`src/rtl/uart_pkg.sv`:
```
// Shared definitions for the UART transmit scheduler.
//   BYTE_W   : width of one transmitted byte
//   RETRY_W  : width of the saturating start re-pulse counter
//   state_t  : scheduler FSM states
//   sat_inc  : saturating increment for the retry counter
package uart_pkg;

    localparam int BYTE_W  = 8;
    localparam int RETRY_W = 8;

    typedef enum logic [2:0] {
        S_IDLE,
        S_ACCEPT,
        S_LAUNCH,
        S_WAIT_BUSY,
        S_WAIT_DONE
    } state_t;

    function automatic logic [RETRY_W-1:0] sat_inc(input logic [RETRY_W-1:0] v);
        return (v == '1) ? v : v + 1'b1;
    endfunction

endpackage

```
`src/rtl/uart_tx_sched_if.sv`:
```
// Byte-producer and transmitter signals of the UART transmit scheduler.
//   req_valid / req_data / req_last : producer byte offers (byte i at [8i+7:8i])
//   req_ready                       : one-hot single-cycle accept strobe
//   tx_data / tx_start              : byte and start pulse to the transmitter
//   tx_busy                         : transmitter busy flag
// master: producers + transmitter side, slave: the scheduler.
interface uart_tx_sched_if #(
    parameter int NUM_REQ = 4
);
    import uart_pkg::*;

    logic [NUM_REQ-1:0]        req_valid;
    logic [BYTE_W*NUM_REQ-1:0] req_data;
    logic [NUM_REQ-1:0]        req_last;
    logic [NUM_REQ-1:0]        req_ready;
    logic [BYTE_W-1:0]         tx_data;
    logic                      tx_start;
    logic                      tx_busy;

    modport master (
        output req_valid, req_data, req_last, tx_busy,
        input  req_ready, tx_data, tx_start
    );

    modport slave (
        input  req_valid, req_data, req_last, tx_busy,
        output req_ready, tx_data, tx_start
    );

endinterface

```
`src/rtl/rr_pick.sv`:
```
// Combinational round-robin priority selector.
//   req   : request vector
//   last  : index granted most recently
//   found : at least one request is set
//   idx   : first set request searching upward from last+1, wrapping;
//           last itself has the lowest priority
module rr_pick #(
    parameter int NUM_REQ = 4,
    parameter int IDX_W   = 2
) (
    input  logic [NUM_REQ-1:0] req,
    input  logic [IDX_W-1:0]   last,
    output logic               found,
    output logic [IDX_W-1:0]   idx
);

    int c;

    // Walk candidates from lowest to highest priority so the highest
    // priority match is the final assignment.
    always_comb begin
        found = 1'b0;
        idx   = '0;
        c     = 0;
        for (int i = NUM_REQ; i >= 1; i--) begin
            c = (int'(last) + i) % NUM_REQ;
            if (req[c[IDX_W-1:0]]) begin
                found = 1'b1;
                idx   = c[IDX_W-1:0];
            end
        end
    end

endmodule

```
`src/rtl/uart_tx_sched.sv`:
```
// Round-robin scheduler sharing one UART transmitter among NUM_REQ byte
// producers, with packet lock bounded by MAX_BURST and start re-pulsing
// when the transmitter does not go busy within BUSY_TIMEOUT cycles.
//   clk, reset : clock, asynchronous active-high reset
//   bus        : producer handshake + transmitter signals (slave side)
//   grant_id   : index of the current or last grantee
//   active     : high from accept until the frame completes
//   retry_cnt  : saturating count of start re-pulses
//
// state       | meaning
// S_IDLE      | choose next requester (locked one or round-robin)
// S_ACCEPT    | req_ready strobe, byte captured at the end of the cycle
// S_LAUNCH    | tx_start pulse, busy timeout armed
// S_WAIT_BUSY | wait for tx_busy to rise, re-launch on timeout
// S_WAIT_DONE | wait for tx_busy to fall, update lock/burst
module uart_tx_sched
    import uart_pkg::*;
#(
    parameter int NUM_REQ      = 4,
    parameter int IDX_W        = 2,
    parameter int MAX_BURST    = 16,
    parameter int BUSY_TIMEOUT = 4
) (
    input  logic                clk,
    input  logic                reset,
    uart_tx_sched_if.slave      bus,
    output logic [IDX_W-1:0]    grant_id,
    output logic                active,
    output logic [RETRY_W-1:0]  retry_cnt
);

    localparam int BURST_W = $clog2(MAX_BURST + 1);
    localparam int TMR_W   = $clog2(BUSY_TIMEOUT + 1);

    state_t               state;
    logic [NUM_REQ-1:0]   req_ready;
    logic [BYTE_W-1:0]    tx_data;
    logic                 tx_start;
    logic                 last_q;
    logic                 lock;
    logic [BURST_W-1:0]   burst;
    logic [TMR_W-1:0]     tmr;

    logic                 pick_found;
    logic [IDX_W-1:0]     pick_idx;
    logic [BYTE_W-1:0]    sel_byte;
    logic                 nxt_lock;

    assign bus.req_ready = req_ready;
    assign bus.tx_data   = tx_data;
    assign bus.tx_start  = tx_start;

    rr_pick #(
        .NUM_REQ (NUM_REQ),
        .IDX_W   (IDX_W)
    ) u_pick (
        .req   (bus.req_valid),
        .last  (grant_id),
        .found (pick_found),
        .idx   (pick_idx)
    );

    always_comb begin
        sel_byte = '0;
        for (int i = 0; i < NUM_REQ; i++) begin
            if (grant_id == IDX_W'(i))
                sel_byte = bus.req_data[i*BYTE_W +: BYTE_W];
        end
    end

    // Keep the grant only for a non-final byte while the burst cap allows it.
    assign nxt_lock = !last_q && ((int'(burst) + 1) < MAX_BURST);

    always_ff @(posedge clk or posedge reset) begin
        if (reset) begin
            state     <= S_IDLE;
            req_ready <= '0;
            tx_data   <= '0;
            tx_start  <= 1'b0;
            grant_id  <= '0;
            active    <= 1'b0;
            retry_cnt <= '0;
            last_q    <= 1'b0;
            lock      <= 1'b0;
            burst     <= '0;
            tmr       <= '0;
        end else begin
            req_ready <= '0;
            tx_start  <= 1'b0;
            case (state)
                S_IDLE: begin
                    // Never start a transmitter that is already busy.
                    if (!bus.tx_busy) begin
                        if (lock) begin
                            if (bus.req_valid[grant_id]) begin
                                req_ready <= NUM_REQ'(1) << grant_id;
                                active    <= 1'b1;
                                state     <= S_ACCEPT;
                            end
                        end else if (pick_found) begin
                            grant_id  <= pick_idx;
                            req_ready <= NUM_REQ'(1) << pick_idx;
                            active    <= 1'b1;
                            state     <= S_ACCEPT;
                        end
                    end
                end
                S_ACCEPT: begin
                    tx_data  <= sel_byte;
                    last_q   <= bus.req_last[grant_id];
                    tx_start <= 1'b1;
                    state    <= S_LAUNCH;
                end
                S_LAUNCH: begin
                    tmr   <= TMR_W'(BUSY_TIMEOUT - 1);
                    state <= S_WAIT_BUSY;
                end
                S_WAIT_BUSY: begin
                    if (bus.tx_busy) begin
                        state <= S_WAIT_DONE;
                    end else if (tmr == '0) begin
                        tx_start  <= 1'b1;
                        retry_cnt <= sat_inc(retry_cnt);
                        state     <= S_LAUNCH;
                    end else begin
                        tmr <= tmr - 1'b1;
                    end
                end
                S_WAIT_DONE: begin
                    if (!bus.tx_busy) begin
                        active <= 1'b0;
                        lock   <= nxt_lock;
                        burst  <= nxt_lock ? burst + 1'b1 : '0;
                        state  <= S_IDLE;
                    end
                end
                default: state <= S_IDLE;
            endcase
        end
    end

endmodule

```
`src/flat_wrapper.sv`:
```
// flat-port wrapper written by rule: the top's interface ports become plain ports
module uart_tx_sched_flat import uart_pkg::*;
#(
    parameter int NUM_REQ      = 4,
    parameter int IDX_W        = 2,
    parameter int MAX_BURST    = 16,
    parameter int BUSY_TIMEOUT = 4
)
  (clk, reset, grant_id, active, retry_cnt, bus_req_valid, bus_req_data, bus_req_last, bus_tx_busy, bus_req_ready, bus_tx_data, bus_tx_start);
  uart_tx_sched_if #(.NUM_REQ(NUM_REQ)) bus_i ();
  input  logic clk;
  input  logic reset;
  output logic [IDX_W-1:0] grant_id;
  output logic active;
  output logic [RETRY_W-1:0] retry_cnt;
  input wire logic [$bits(bus_i.req_valid)-1:0] bus_req_valid;
  input wire logic [$bits(bus_i.req_data)-1:0] bus_req_data;
  input wire logic [$bits(bus_i.req_last)-1:0] bus_req_last;
  input wire logic [$bits(bus_i.tx_busy)-1:0] bus_tx_busy;
  output wire logic [$bits(bus_i.req_ready)-1:0] bus_req_ready;
  output wire logic [$bits(bus_i.tx_data)-1:0] bus_tx_data;
  output wire logic [$bits(bus_i.tx_start)-1:0] bus_tx_start;
  assign bus_i.req_valid = bus_req_valid;
  assign bus_i.req_data = bus_req_data;
  assign bus_i.req_last = bus_req_last;
  assign bus_i.tx_busy = bus_tx_busy;
  assign bus_req_ready = bus_i.req_ready;
  assign bus_tx_data = bus_i.tx_data;
  assign bus_tx_start = bus_i.tx_start;
  uart_tx_sched #(.NUM_REQ(NUM_REQ), .IDX_W(IDX_W), .MAX_BURST(MAX_BURST), .BUSY_TIMEOUT(BUSY_TIMEOUT)) u_core (.clk(clk), .reset(reset), .bus(bus_i), .grant_id(grant_id), .active(active), .retry_cnt(retry_cnt));
endmodule
```
`config.mk`:
```
export PLATFORM = sky130hd
export DESIGN_NAME = uart_tx_sched_flat
export DESIGN_NICKNAME = d
export VERILOG_FILES = /design/src/rtl/uart_pkg.sv /design/src/rtl/uart_tx_sched_if.sv /design/src/rtl/rr_pick.sv /design/src/rtl/uart_tx_sched.sv /design/src/flat_wrapper.sv
export SDC_FILE = /design/constraint.sdc
export NUM_CORES = 1
export LEC_CHECK = 0
export BUFFER_PORTS_ARGS = -buffer_cell sky130_fd_sc_hd__buf_2
export CORE_UTILIZATION = 51
export CTS_CLUSTER_SIZE = 24
export DETAILED_ROUTE_END_ITERATION = 12
export GPL_TIMING_DRIVEN = 0
export PLACE_DENSITY = 0.78
export SKIP_LAST_GASP = 1
export SLEW_MARGIN = 20
export SYNTH_ARGS = -nofsm -noshare
export SYNTH_HDL_FRONTEND = slang
export SYNTH_SLANG_ARGS = --single-unit
```
`constraint.sdc`:
```
create_clock -name clk -period 3.9 [get_ports clk]
set_clock_uncertainty 0.05 [all_clocks]
set_input_delay 0.78 -clock clk [delete_from_list [all_inputs] [get_ports clk]]
set_output_delay 0.78 -clock clk [all_outputs]
set_load 0.1 [all_outputs]
```
---- Yosys cells after proc, flatten, opt, wreduce, memory -nomap -nowiden ----
Cells that the tools add are included.
cells by class
  add/sub/neg operators ................... 8
  $lt $le $gt $ge ......................... 6
  equal/unequal tests ..................... 15
  shift operators ......................... 2
  muxes and demuxes ....................... 50
  bitwise operators ....................... 3
  reduce and logical (&&, ||, !) cells .... 13
operators with widths
  cell                   count
  $lt A32 B6 Y1 const B  1
  $mux W8                4
  $mux W3                9
  $mux W4                5
  $mux W1                17
  $lt A2 B3 Y1 const B   5
  $pmux W3 S5            1
  $bmux W1 S2            6
  $reduce_and A5 Y1      2
  $add A8 B1 Y8 const B  1
  $eq A8 B8 Y1 const B   1
  $mux W2                4
  $ne A2 B2 Y1 const B   4
  $reduce_and A4 Y1      2
  $shl A1 B2 Y4 const A  2
  $add A5 B1 Y6 const B  1
  $eq A3 B2 Y1 const B   2
  $logic_not A3 Y1       2
  $pmux W3 S2            1
  $add A5 B1 Y5 const B  1
  $mux W5                1
  $add A2 B1 Y2 const B  2
  $add A2 B2 Y2 const B  2
  $eq A2 B2 Y1 const B   2
  15 further kinds       19
storage, ports and cells
  register bits ........................... 37
  bits of input ports ..................... 43
  output and inout bits ................... 24

---- Longest topological paths before layout ----
Gate-level depths: netlist (run 1).
  depth after elaboration ................. 12
  mapped depth ............................ 10

---- Cells and area by module ----
From an unflattened synthesis (run 1), not the netlist that was laid out.
unflattened totals
  cell total of the unflattened synthesis .. 177
  area, all modules ....................... 2037.0 sq um
modules (own cells, without submodules)
  module         times used  cells an instance  area an instance (sq um)  sequential area each (sq um)
  uart_tx_sched  1           163                1945.6                    925.9
  rr_pick        1           14                 91.3                      0.0

---- Least setup slack after synthesis (run 1) ----
OpenSTA, ideal clock, no wires.
  path kind ............................... flip-flop to flip-flop
  start ................................... register u_core.grant_id[0]
  end ..................................... register u_core.grant_id[1]
  library setup time ...................... 125 ps
  arrival time ............................ 3344 ps
  required time ........................... 3725 ps
  setup slack ............................. 381 ps
  stages on the path, launching flop included .. 10
  path buffers ............................ 2
  path through ............................ dfrtp_1 -> buf_6 -> clkbuf_1 -> inv_1 -> ha_1 -> and2_1 -> a211o_1 -> a221o_1 -> o21a_4 -> mux2_4
between the ends
  cells in the longest elaborated chain, start to end .. 8
  elaborated cells on any way between the ends .. 21
  those cells by class .................... 4 x add/sub; 16 x mux; 1 x reduce/logical
RTL lines
  what                                RTL line              text
  start, declared                     uart_tx_sched.sv:27   output logic [IDX_W-1:0] grant_id,
  start signal, assigned              uart_tx_sched.sv:101  grant_id <= pick_idx;
  $add A2 B1 Y2                       rr_pick.sv:26         c = (int'(last) + i) % NUM_REQ;
  $bmux W1 S2                         rr_pick.sv:27         if (req[c[IDX_W-1:0]]) begin
  $mux W1 (not written as such)       rr_pick.sv:27
  $mux W1 (4 in a row)                rr_pick.sv:27
  $reduce_and A4 Y1 (no source line)  -
Several ways; a longest one is shown, not always the timed one. The select of a mux whose other input is x is not followed.
A chain may end at the register's enable or synchronous reset.

---- Final worst setup path (run 1) ----
Same ends and word-level chain as after synthesis.

==> results of run 1 <==
[path summary, 6_finish.rpt]
kind	cells past startpoint	end	from
worst max-delay path	9	u_core.grant_id[1]	u_core.grant_id[0]
worst min-delay path	1	u_core.active	u_core.active
worst max register to register	9	u_core.grant_id[1]	u_core.grant_id[0]
worst min register to register	1	u_core.active	u_core.active
max in group asynchronous	2	u_core.bus.tx_data[4]	reset
min in group asynchronous	2	u_core.retry_cnt[0]	reset
[metal layers]
layer / part of all wire / wire length [um]
met3: 0.049 / 247
met2: 0.48 / 2430
met4: 0.017 / 84
met5: 0 / 0
met1: 0.46 / 2330
[power by group through the flow]
stage               clock network (W)  logic [W]  registers [W]
floorplan                           0   0.000712        0.00115
global placement                    0    0.00152       0.000593
detailed placement                  0    0.00155       0.000600
CTS                          0.000348    0.00156       0.000594
global route                 0.000367    0.00169       0.000613
finish                       0.000342    0.00157       0.000593
[critical path, cell delays in order (launching register included)]
cell	delay, ns
dfrtp_1	0.41
buf_6	0.16
clkbuf_1	0.37
inv_1	0.16
ha_1	0.43
and2_1	0.21
a211o_1	0.29
a221o_1	0.41
o21a_4	0.24
mux2_4	0.30
[area by class of cell]
class / count / area (um^2) / share of cell area
Tap cell: 50 / 62.6 / 0.0231
Clock buffer: 7 / 86.3 / 0.0319
Sequential cell: 37 / 926 / 0.342
Inverter: 11 / 41.3 / 0.0153
Buffer: 13 / 61.3 / 0.0227
Multi-Input combinational cell: 167 / 1170 / 0.434
Clock inverter: 1 / 30.0 / 0.0111
Timing Repair Buffer: 65 / 325 / 0.120
[synthesized netlist by cell type (4+ instances only)]
library cell	number
nand2_1	15
inv_1	11
o21ai_0	7
nor2b_1	10
nor2_1	18
a221oi_1	9
nand3_1	4
a21oi_1	19
dfrtp_1	37
ha_1	8
nor3_1	13
clkbuf_1	10
nand2b_1	4
nand4_1	5
xnor2_1	5
[flip-flops by register name (all words and copies together) (netlist names)]
| signal | flops |
|---|---|
| u_core.last_q | 1 |
| u_core.state | 3 |
| u_core.lock | 1 |
| u_core.bus.tx_start | 1 |
| u_core.tmr | 3 |
| u_core.burst | 5 |
| u_core.bus.tx_data | 8 |
| u_core.retry_cnt | 8 |
| u_core.grant_id | 2 |
| u_core.bus.req_ready | 4 |
| u_core.active | 1 |
[stage by stage]
| stage | power, W | util | hold slack (ns) | cell area, um^2 |
|---|---|---|---|---|
| floorplan | 0.00187 | - | 0.420 | 2200 |
| global placement | 0.00212 | 0.634 | 0.419 | 2590 |
| detailed placement | 0.00215 | 0.634 | 0.425 | 2590 |
| CTS | 0.00250 | 0.662 | 0.442 | 2710 |
| global route | 0.00267 | 0.662 | 0.461 | 2710 |
| finish | 0.00251 | 0.662 | 0.437 | 2710 |
[cell families (layout without fill, tap and decap cells)]
kind of cell    Yosys count  after routing  share of synthesized area
compound gates           61             61                      0.196
simple gates             81             81                      0.189
flops                    37             37                      0.420
buf+inv                  24             97                     0.0466
mux                       9              9                     0.0705
xor+xnor                  8              8                     0.0318
fa+ha+maj                 8              8                     0.0455
==> reports/results.tsv, run 1 <==
stage	metric	value	unit
place	DP Wirelength	3.62	mm
power	Comb power frac	0.627	
setup_path	CP Class	reg2reg	
drt	Via density	5.65	
timing	final hold vios	0	
global_route	GR peak layer	met2	
place	pre-CTS WS	0.784	ns
drt	vias post-DR	1984	
run_status	status	finished clean	
synth	post-synthesis sequential area ratio	0.420	
clock_network	Post CTS Setup Buffer Count	0	
clock_network	clock sink count	37	
drt	WL final	5.09	mm
drt	DRT antenna net count	0	
clock_network	number of H-tree levels	2	
drt	Pre-Repair DR Iteration Count	4	
synth	post-synth top area cell	dfrtp_1	
global_route	Tot GR Track Use	0.229	
floorplan	# IOs	67	
floorplan	cell row count	23	
global_route	initial antenna violation count	0	
power	Psw	0.00135	W
synth	Avg Synthesized Cell Area	9.66	um^2
timing	max-slew violations	0	
synth	Synth top area share	0.420	
drt	initial DRC count	103	
clock_network	CTS tree	built	
timing	final worst-path cycle share	0.803	
global_route	largest net degree at the start of global routing	38	
finish	share of layout cells above drive strength 1	0.279	
hold_path	worst hold-check path type	reg2reg	
clock_network	clk root buf	clkbuf_8	
setup_path	crit path DAT	3.25	ns
synth	Synth Register Bits	37	
power	Clk pwr share	0.136	
floorplan	core area	0.00409	mm^2
timing	Rel. slew slack	0.489	
power	pwr dens	926	mW/mm^2
synth	Synth Cell Area	0.00220	mm^2
finish	Fillers	340	
finish	most frequent cells in the layout	buf_2 (65), dfrtp_1 (37), a21oi_1 (19)	
setup_path	nature of the critical path endpoint	flop	
timing	f_max	319	MHz
place	IO buf count	65	
synth	warnings from Yosys	0	
synth	EDFF count, synth	0	
power	Sw Ratio	0.540	
flow_run	Max Cap Violations	0	
power	P_int	0.00115	W
setup_path	CP required	4.02	ns
synth	top_reg_cell synth	dfrtp_1	
finish	Diodes inserted	0	
synth	Async S/R FF share, synth	1.00	
place	Placed Cells incl. Taps	343	
global_route	met3 usage	0.0507	
synth	Yosys cell types	50	
clock_network	clock slew at reported path FFs	0.07	ns
setup_path	critical path peak fanout	10	
floorplan	Die Footprint	0.00458	mm^2
floorplan	Initial Util	0.539	
synth	Synth Net Count	279	
clock_network	# resized after CTS	0	
timing	slew of the pin with the lowest slew margin	0.764	ns
finish	leading cell type in the layout, fill and taps excluded	buf_2	
finish	Syn-to-layout area delta	22.9	%
global_route	Global Route met2 Usage	0.355	
global_route	first-pass GRT wire length	7.80	mm
clock_network	Clk Latency, worst-skew pair	0.29	ns
clock_network	Bufs on Longest Clock Path	2	
global_route	number of global-route vias before repair	1686	
place	GPL Wtd Cong	0.948	
clock_network	cts bufs inserted	5	
global_route	total congestion overflow	0	
power	cell leakage power	1.34	nW
timing	Finish-stage setup viols	0	
setup_path	r2r setup slk	0.77	ns
timing	RSZ-0062 raised after global routing	false	
drt	# DRC	0	
synth	Post-Synthesis Cells	228	
timing	setup tns final	0	ns
synth	largest cells by area after synthesis	dfrtp_1 (42%), ha_1 (4.5%), a21oi_1 (4.3%)	
floorplan	chip height	67.7	um
finish	final cell count without fillers	351	
timing	Worst Slack Setup Final	0.769	ns
finish	nets	351	
setup_path	startpoint types	flop	
power	Max IR drop VDD	0.712	mV
clock_network	hold buffers post-CTS	0	
floorplan	Die Width	67.7	um
power	sequential share of power	0.237	
global_route	met1 Use GR	0.312	
drt	Avg WL per Cell	14.5	um
timing	min cycle time layout	3.13	ns
(Power assumes the default switching activity.)
==> run 2, diff against run 1 <==
- clock period: 3.9 -> 2.9 ns (I/O delays scaled with it)
==> reports/results.tsv, run 2 (synthesis results as in run 1) <==
stage	metric	value	unit	change
floorplan	Die Footprint	0.00458	mm^2	unchanged
setup_path	cells along the critical path	buf_6 -> clkbuf_4 -> inv_2 -> ha_4 -> and2_1 -> a211o_1 -> a221o_1 -> o21a_4 -> mux2_4		
run_status	status	finished clean		
clock_network	CTS tree	built		
setup_path	nature of the critical path endpoint	flop		
timing	Finish-stage setup viols	0		unchanged
power	sequential share of power	0.237		about the same
global_route	first-pass GRT wire length	7.67	mm	-1.8%
clock_network	Post CTS Setup Buffer Count	0		unchanged
place	DP Wirelength	3.62	mm	+0.21%
timing	final worst-path cycle share	0.945		+0.143
floorplan	Die Width	67.7	um	unchanged
place	GPL Wtd Cong	0.976		+2.9%
setup_path	crit path DAT	2.87	ns	-0.38 ns
setup_path	highest-delay cell along the critical path	dfrtp_4		
hold_path	worst hold-check path type	in2async		
drt	Avg WL per Cell	14.6	um	+0.39%
global_route	Tot GR Track Use	0.225		-0.00456
power	Psw	0.00181	W	+34%
place	Placed Cells incl. Taps	343		unchanged
power	Comb power frac	0.624		-0.003
floorplan	chip height	67.7	um	unchanged
drt	# DRC	0		unchanged
setup_path	reg2reg end	u_core.grant_id[1]		
clock_network	Clk Latency, worst-skew pair	0.29	ns	about the same
timing	slew of the pin with the lowest slew margin	0.768	ns	+0.00463 ns
floorplan	core area	0.00409	mm^2	unchanged
setup_path	r2r setup slk	0.16	ns	-0.61 ns
timing	setup tns final	0	ns	unchanged
global_route	total congestion overflow	0		unchanged
global_route	largest net degree at the start of global routing	38		unchanged
timing	RSZ-0062 raised after global routing	false		
timing	max-slew violations	0		unchanged
clock_network	number of H-tree levels	2		unchanged
finish	nets	351		unchanged
clock_network	cts bufs inserted	5		unchanged
timing	WHS	0.369	ns	-0.0674 ns
drt	Pre-Repair DR Iteration Count	4		unchanged
floorplan	Initial Util	0.539		unchanged
drt	WL final	5.11	mm	+0.39%
clock_network	clock sink count	37		unchanged
drt	Via density	5.73		+1.4%
setup_path	CP Class	reg2reg		
place	IO buf count	65		unchanged
timing	final hold vios	0		unchanged
drt	vias post-DR	2011		+1.4%
drt	DRT antenna net count	0		unchanged
clock_network	clk root buf	clkbuf_8		
drt	initial DRC count	109		+5.8%
clock_network	Bufs on Longest Clock Path	2		unchanged
setup_path	RR Startpoint	u_core.grant_id[0]		
setup_path	critical path peak fanout	10		unchanged
timing	Rel. slew slack	0.487		-0.00160
floorplan	# IOs	67		unchanged
finish	share of layout cells above drive strength 1	0.299		+0.0199
power	Max IR drop VDD	1.07	mV	+50%
power	cell leakage power	1.34	nW	about the same
timing	min cycle time layout	2.74	ns	-0.390 ns
finish	largest registers	u_core.bus.tx_data: 8 flops, u_core.retry_cnt: 8 flops, u_core.burst: 5 flops		
timing	f_max	365	MHz	+14%
global_route	number of global-route vias before repair	1757		+4.2%
finish	Diodes inserted	0		unchanged
power	Sw Ratio	0.534		-0.00605
finish	final cell count without fillers	351		unchanged
floorplan	cell row count	23		unchanged
setup_path	worst-case reg-to-reg path depth	9		unchanged
global_route	initial antenna violation count	0		unchanged
setup_path	Largest stage delay, worst path	0.50	ns	+0.07 ns
finish	Syn-to-layout area delta	24.0	%	
flow_run	Max Cap Violations	0		unchanged
power	Clk pwr share	0.139		+0.003
clock_network	clock slew at reported path FFs	0.08	ns	about the same
power	total power draw	0.00339	W	+35%
finish	leading cell type in the layout, fill and taps excluded	buf_2		
setup_path	startpoint types	flop		
power	pwr dens	1240	mW/mm^2	+34%
power	P_int	0.00158	W	+37%
setup_path	CP required	3.03	ns	-0.99 ns
finish	most frequent cells in the layout	buf_2 (65), dfrtp_1 (35), a21oi_1 (19)		
-- run 2: worst max-delay path by stage --
| stage | from | to | slack, ns | depth (start not counted) |
|---|---|---|---|---|
| final | u_core.grant_id[0] | u_core.grant_id[1] | 0.16 | 9 |
| after floorplan | u_core.grant_id[0] | u_core.grant_id[1] | 0.06 | 9 |
| after global routing | u_core.grant_id[0] | u_core.grant_id[1] | 0.06 | 9 |
| after detailed placement | u_core.grant_id[0] | u_core.grant_id[1] | 0.13 | 9 |
| after CTS | u_core.grant_id[0] | u_core.grant_id[1] | 0.11 | 9 |
| after global placement | u_core.grant_id[0] | u_core.grant_id[1] | 0.14 | 9 |
-- run 2: repair_timing --
action,4_1_cts,5_1_grt
hold buffers,0,0
resized for setup,0,1
endpoints found under the setup margin,0,1
-- run 2: layer usage --
metal  vias to the layer above  routed length [um]  track usage
met2                        56                2550        0.387
met1                       973                2300        0.275
li1                        977                   -            -
met5                         -                   0            0
met3                         5                 194       0.0507
met4                         0                  63       0.0718
-- run 2: layout make-up --
type	count	area, um^2
buffer	13	65.1
clock buffer	6	82.6
clock inverter	2	37.5
fill	356	1360
inverter	11	41.3
multi-input combinational	167	1190
sequential	37	931
tap	50	62.6
timing repair buffer	65	325
-- run 2: power by group through the flow --
stage / Combinational, W / Clock, W / Sequential [W]
after detailed placement: 0.00211 / 0 / 0.000811
after global placement: 0.00208 / 0 / 0.000805
final: 0.00212 / 0.000470 / 0.000803
after CTS: 0.00212 / 0.000475 / 0.000802
after floorplan: 0.000987 / 0 / 0.00156
after global routing: 0.00229 / 0.000497 / 0.000826
-- run 2: worst max-delay path, delay by kind of cell (launching register included) --
family / cells / cell delay [ns]
AO/OA/AOI/OAI: 3 / 0.94
adder cells (fa/ha/maj): 1 / 0.23
buffers and inverters: 3 / 0.45
flip-flops: 1 / 0.50
multiplexers: 1 / 0.29
AND/OR/NAND/NOR: 1 / 0.17
-- run 2: per-stage QoR --
step | setup slack [ns] | instance area, um^2 | utilization
floorplan | 0.0630 | 2220 | -
global placement | 0.140 | 2610 | 0.639
detailed placement | 0.126 | 2610 | 0.639
finish | 0.158 | 2730 | 0.668
CTS | 0.111 | 2730 | 0.668
global route | 0.0590 | 2730 | 0.668
==> run 3, diff against run 2 <==
- CORE_UTILIZATION: 51 -> 55
- PLACE_DENSITY: 0.78 -> 0.84
- clock period: 2.9 -> 3.3 ns (I/O delays scaled with it)
==> reports/results.tsv, run 3 (synthesis results as in run 1) <==
stage	metric	value	unit	change
run_status	status	finished clean		
clock_network	Bufs on Longest Clock Path	2		unchanged
global_route	number of global-route vias before repair	1913		+8.9%
setup_path	r2r setup slk	0.15	ns	about the same
timing	min cycle time layout	3.15	ns	+0.410 ns
setup_path	CP Class	reg2reg		
timing	setup tns final	0	ns	unchanged
finish	nets	351		unchanged
setup_path	worst-case reg-to-reg path depth	9		unchanged
place	IO buf count	65		unchanged
timing	f_max	317	MHz	-13%
clock_network	# resized after CTS	0		unchanged
setup_path	startpoint types	flop		
place	pre-CTS WS	0.179	ns	+0.0525 ns
finish	most frequent cells in the layout	buf_2 (65), dfrtp_1 (36), a21oi_1 (19)		
timing	slew of the pin with the lowest slew margin	0.750	ns	-0.0185 ns
global_route	initial antenna violation count	0		unchanged
clock_network	hold buffers post-CTS	0		unchanged
drt	Pre-Repair DR Iteration Count	4		unchanged
power	cell leakage power	1.33	nW	about the same
global_route	largest net degree at the start of global routing	38		unchanged
drt	Avg WL per Cell	14.7	um	+1.1%
clock_network	Post CTS Setup Buffer Count	0		unchanged
global_route	Tot GR Track Use	0.265		+0.0403
timing	WHS	0.445	ns	+0.0754 ns
setup_path	crit path DAT	3.28	ns	+0.41 ns
setup_path	CP required	3.43	ns	+0.40 ns
hold_path	worst hold-check path type	in2async		
setup_path	highest-delay cell along the critical path	ha_1		
floorplan	# IOs	67		unchanged
floorplan	Die Footprint	0.00426	mm^2	-7.1%
power	pwr dens	1100	mW/mm^2	-12%
clock_network	CTS tree	built		
clock_network	clk root buf	clkbuf_8		
clock_network	cts bufs inserted	5		unchanged
global_route	first-pass GRT wire length	8.61	mm	+12%
setup_path	CP Depth	9		unchanged
drt	# DRC	0		unchanged
drt	Via density	5.70		-0.53%
finish	share of layout cells above drive strength 1	0.286		-0.0133
setup_path	cells along the critical path	buf_6 -> clkbuf_1 -> inv_1 -> ha_1 -> and2_1 -> a211o_1 -> a221o_1 -> o21a_4 -> mux2_4		
finish	leading cell type in the layout, fill and taps excluded	buf_2		
timing	RSZ-0062 raised after global routing	false		
setup_path	RR Startpoint	u_core.grant_id[0]		
timing	Worst Slack Setup Final	0.149	ns	-0.00976 ns
setup_path	Largest stage delay, worst path	0.44	ns	-0.06 ns
drt	DRT antenna net count	0		unchanged
timing	max-slew violations	0		unchanged
drt	vias post-DR	1989		-1.1%
timing	final hold vios	0		unchanged
setup_path	Setup crit start	u_core.grant_id[0]		
clock_network	clock sink count	37		unchanged
timing	final worst-path cycle share	0.955		+0.00958
setup_path	critical path peak fanout	10		unchanged
floorplan	cell row count	22		-4.3%
clock_network	Clk Latency, worst-skew pair	0.29	ns	about the same
timing	Rel. slew slack	0.498		+0.0109
power	Max IR drop VDD	1.01	mV	-5.1%
place	GPL Wtd Cong	0.918		-6.0%
global_route	total congestion overflow	0		unchanged
finish	Diodes inserted	0		unchanged
flow_run	Max Cap Violations	0		unchanged
timing	Finish-stage setup viols	0		unchanged
finish	Syn-to-layout area delta	23.0	%	
setup_path	Setup crit end	u_core.grant_id[1]		
setup_path	nature of the critical path endpoint	flop		
power	total power draw	0.00297	W	-12%
drt	initial DRC count	92		-16%
floorplan	core area	0.00374	mm^2	-8.4%
floorplan	chip height	65.3	um	-3.6%
setup_path	WP buf/inv	3		unchanged
floorplan	Initial Util	0.588		+0.0493
place	DP Wirelength	3.81	mm	+5.2%
clock_network	number of H-tree levels	2		unchanged
setup_path	reg2reg end	u_core.grant_id[1]		
finish	largest registers	u_core.bus.tx_data: 8 flops, u_core.retry_cnt: 8 flops, u_core.burst: 5 flops		
setup_path	Top delay family on crit path	compound AO/OA/AOI/OAI gates		
clock_network	clock slew at reported path FFs	0.07	ns	about the same
drt	WL final	5.14	mm	+0.55%
floorplan	Die Width	65.3	um	-3.6%
## run 3: cell counts in the layout (fill, tap and decap cells not counted)
No cell type changed its count.
## run 3: worst min-delay path by stage
| stage | from | endpoint | slack (ns) | cells after the start |
|---|---|---|---|---|
| final | reset | u_core.retry_cnt[2] | 0.44 | 2 |
| after CTS | u_core.last_q | u_core.last_q | 0.46 | 1 |
| after detailed placement | u_core.last_q | u_core.last_q | 0.44 | 1 |
| after global placement | u_core.retry_cnt[6] | u_core.retry_cnt[6] | 0.43 | 1 |
| after global routing | u_core.last_q | u_core.last_q | 0.48 | 1 |
| after floorplan | u_core.burst[4] | u_core.burst[4] | 0.42 | 1 |
## run 3: final cells by class
| cell class | instances | area, um^2 |
|---|---|---|
| clock inverter | 2 | 37.5 |
| buffer | 13 | 61.3 |
| sequential | 37 | 927 |
| clock buffer | 6 | 82.6 |
| inverter | 11 | 41.3 |
| timing repair buffer | 65 | 325 |
| fill | 296 | 1030 |
| tap | 48 | 60.1 |
| multi-input combinational | 167 | 1170 |
## run 3: worst reg2reg max path, cell delays in order (launching register included)
cell and delay, ns:
dfrtp_2 0.40, buf_6 0.15, clkbuf_1 0.41, inv_1 0.16, ha_1 0.44, and2_1 0.22, a211o_1 0.28, a221o_1 0.40
o21a_4 0.24, mux2_4 0.29
## run 3: metal layers
layer	track usage	wire, um	vias up	share of wire
li1	-	-	975	-
met1	0.345	2290	956	0.45
met2	0.432	2570	50	0.50
met3	0.0451	185	8	0.036
met4	0.117	85	0	0.017
met5	0	0	-	0
## run 3: stage by stage
stage                     area [um^2]  utilization  cells
after CTS                        2710        0.724    349
after detailed placement         2590        0.692    341
after floorplan                  2200            -    228
after global routing             2710        0.724    349
final                            2710        0.724    349
after global placement           2590        0.692    341
## run 3: power breakdown
part / switching [W] / internal (W)
logic: 0.00133 / 0.000516
clock network: 0.000168 / 0.000246
registers: 0.000102 / 0.000601
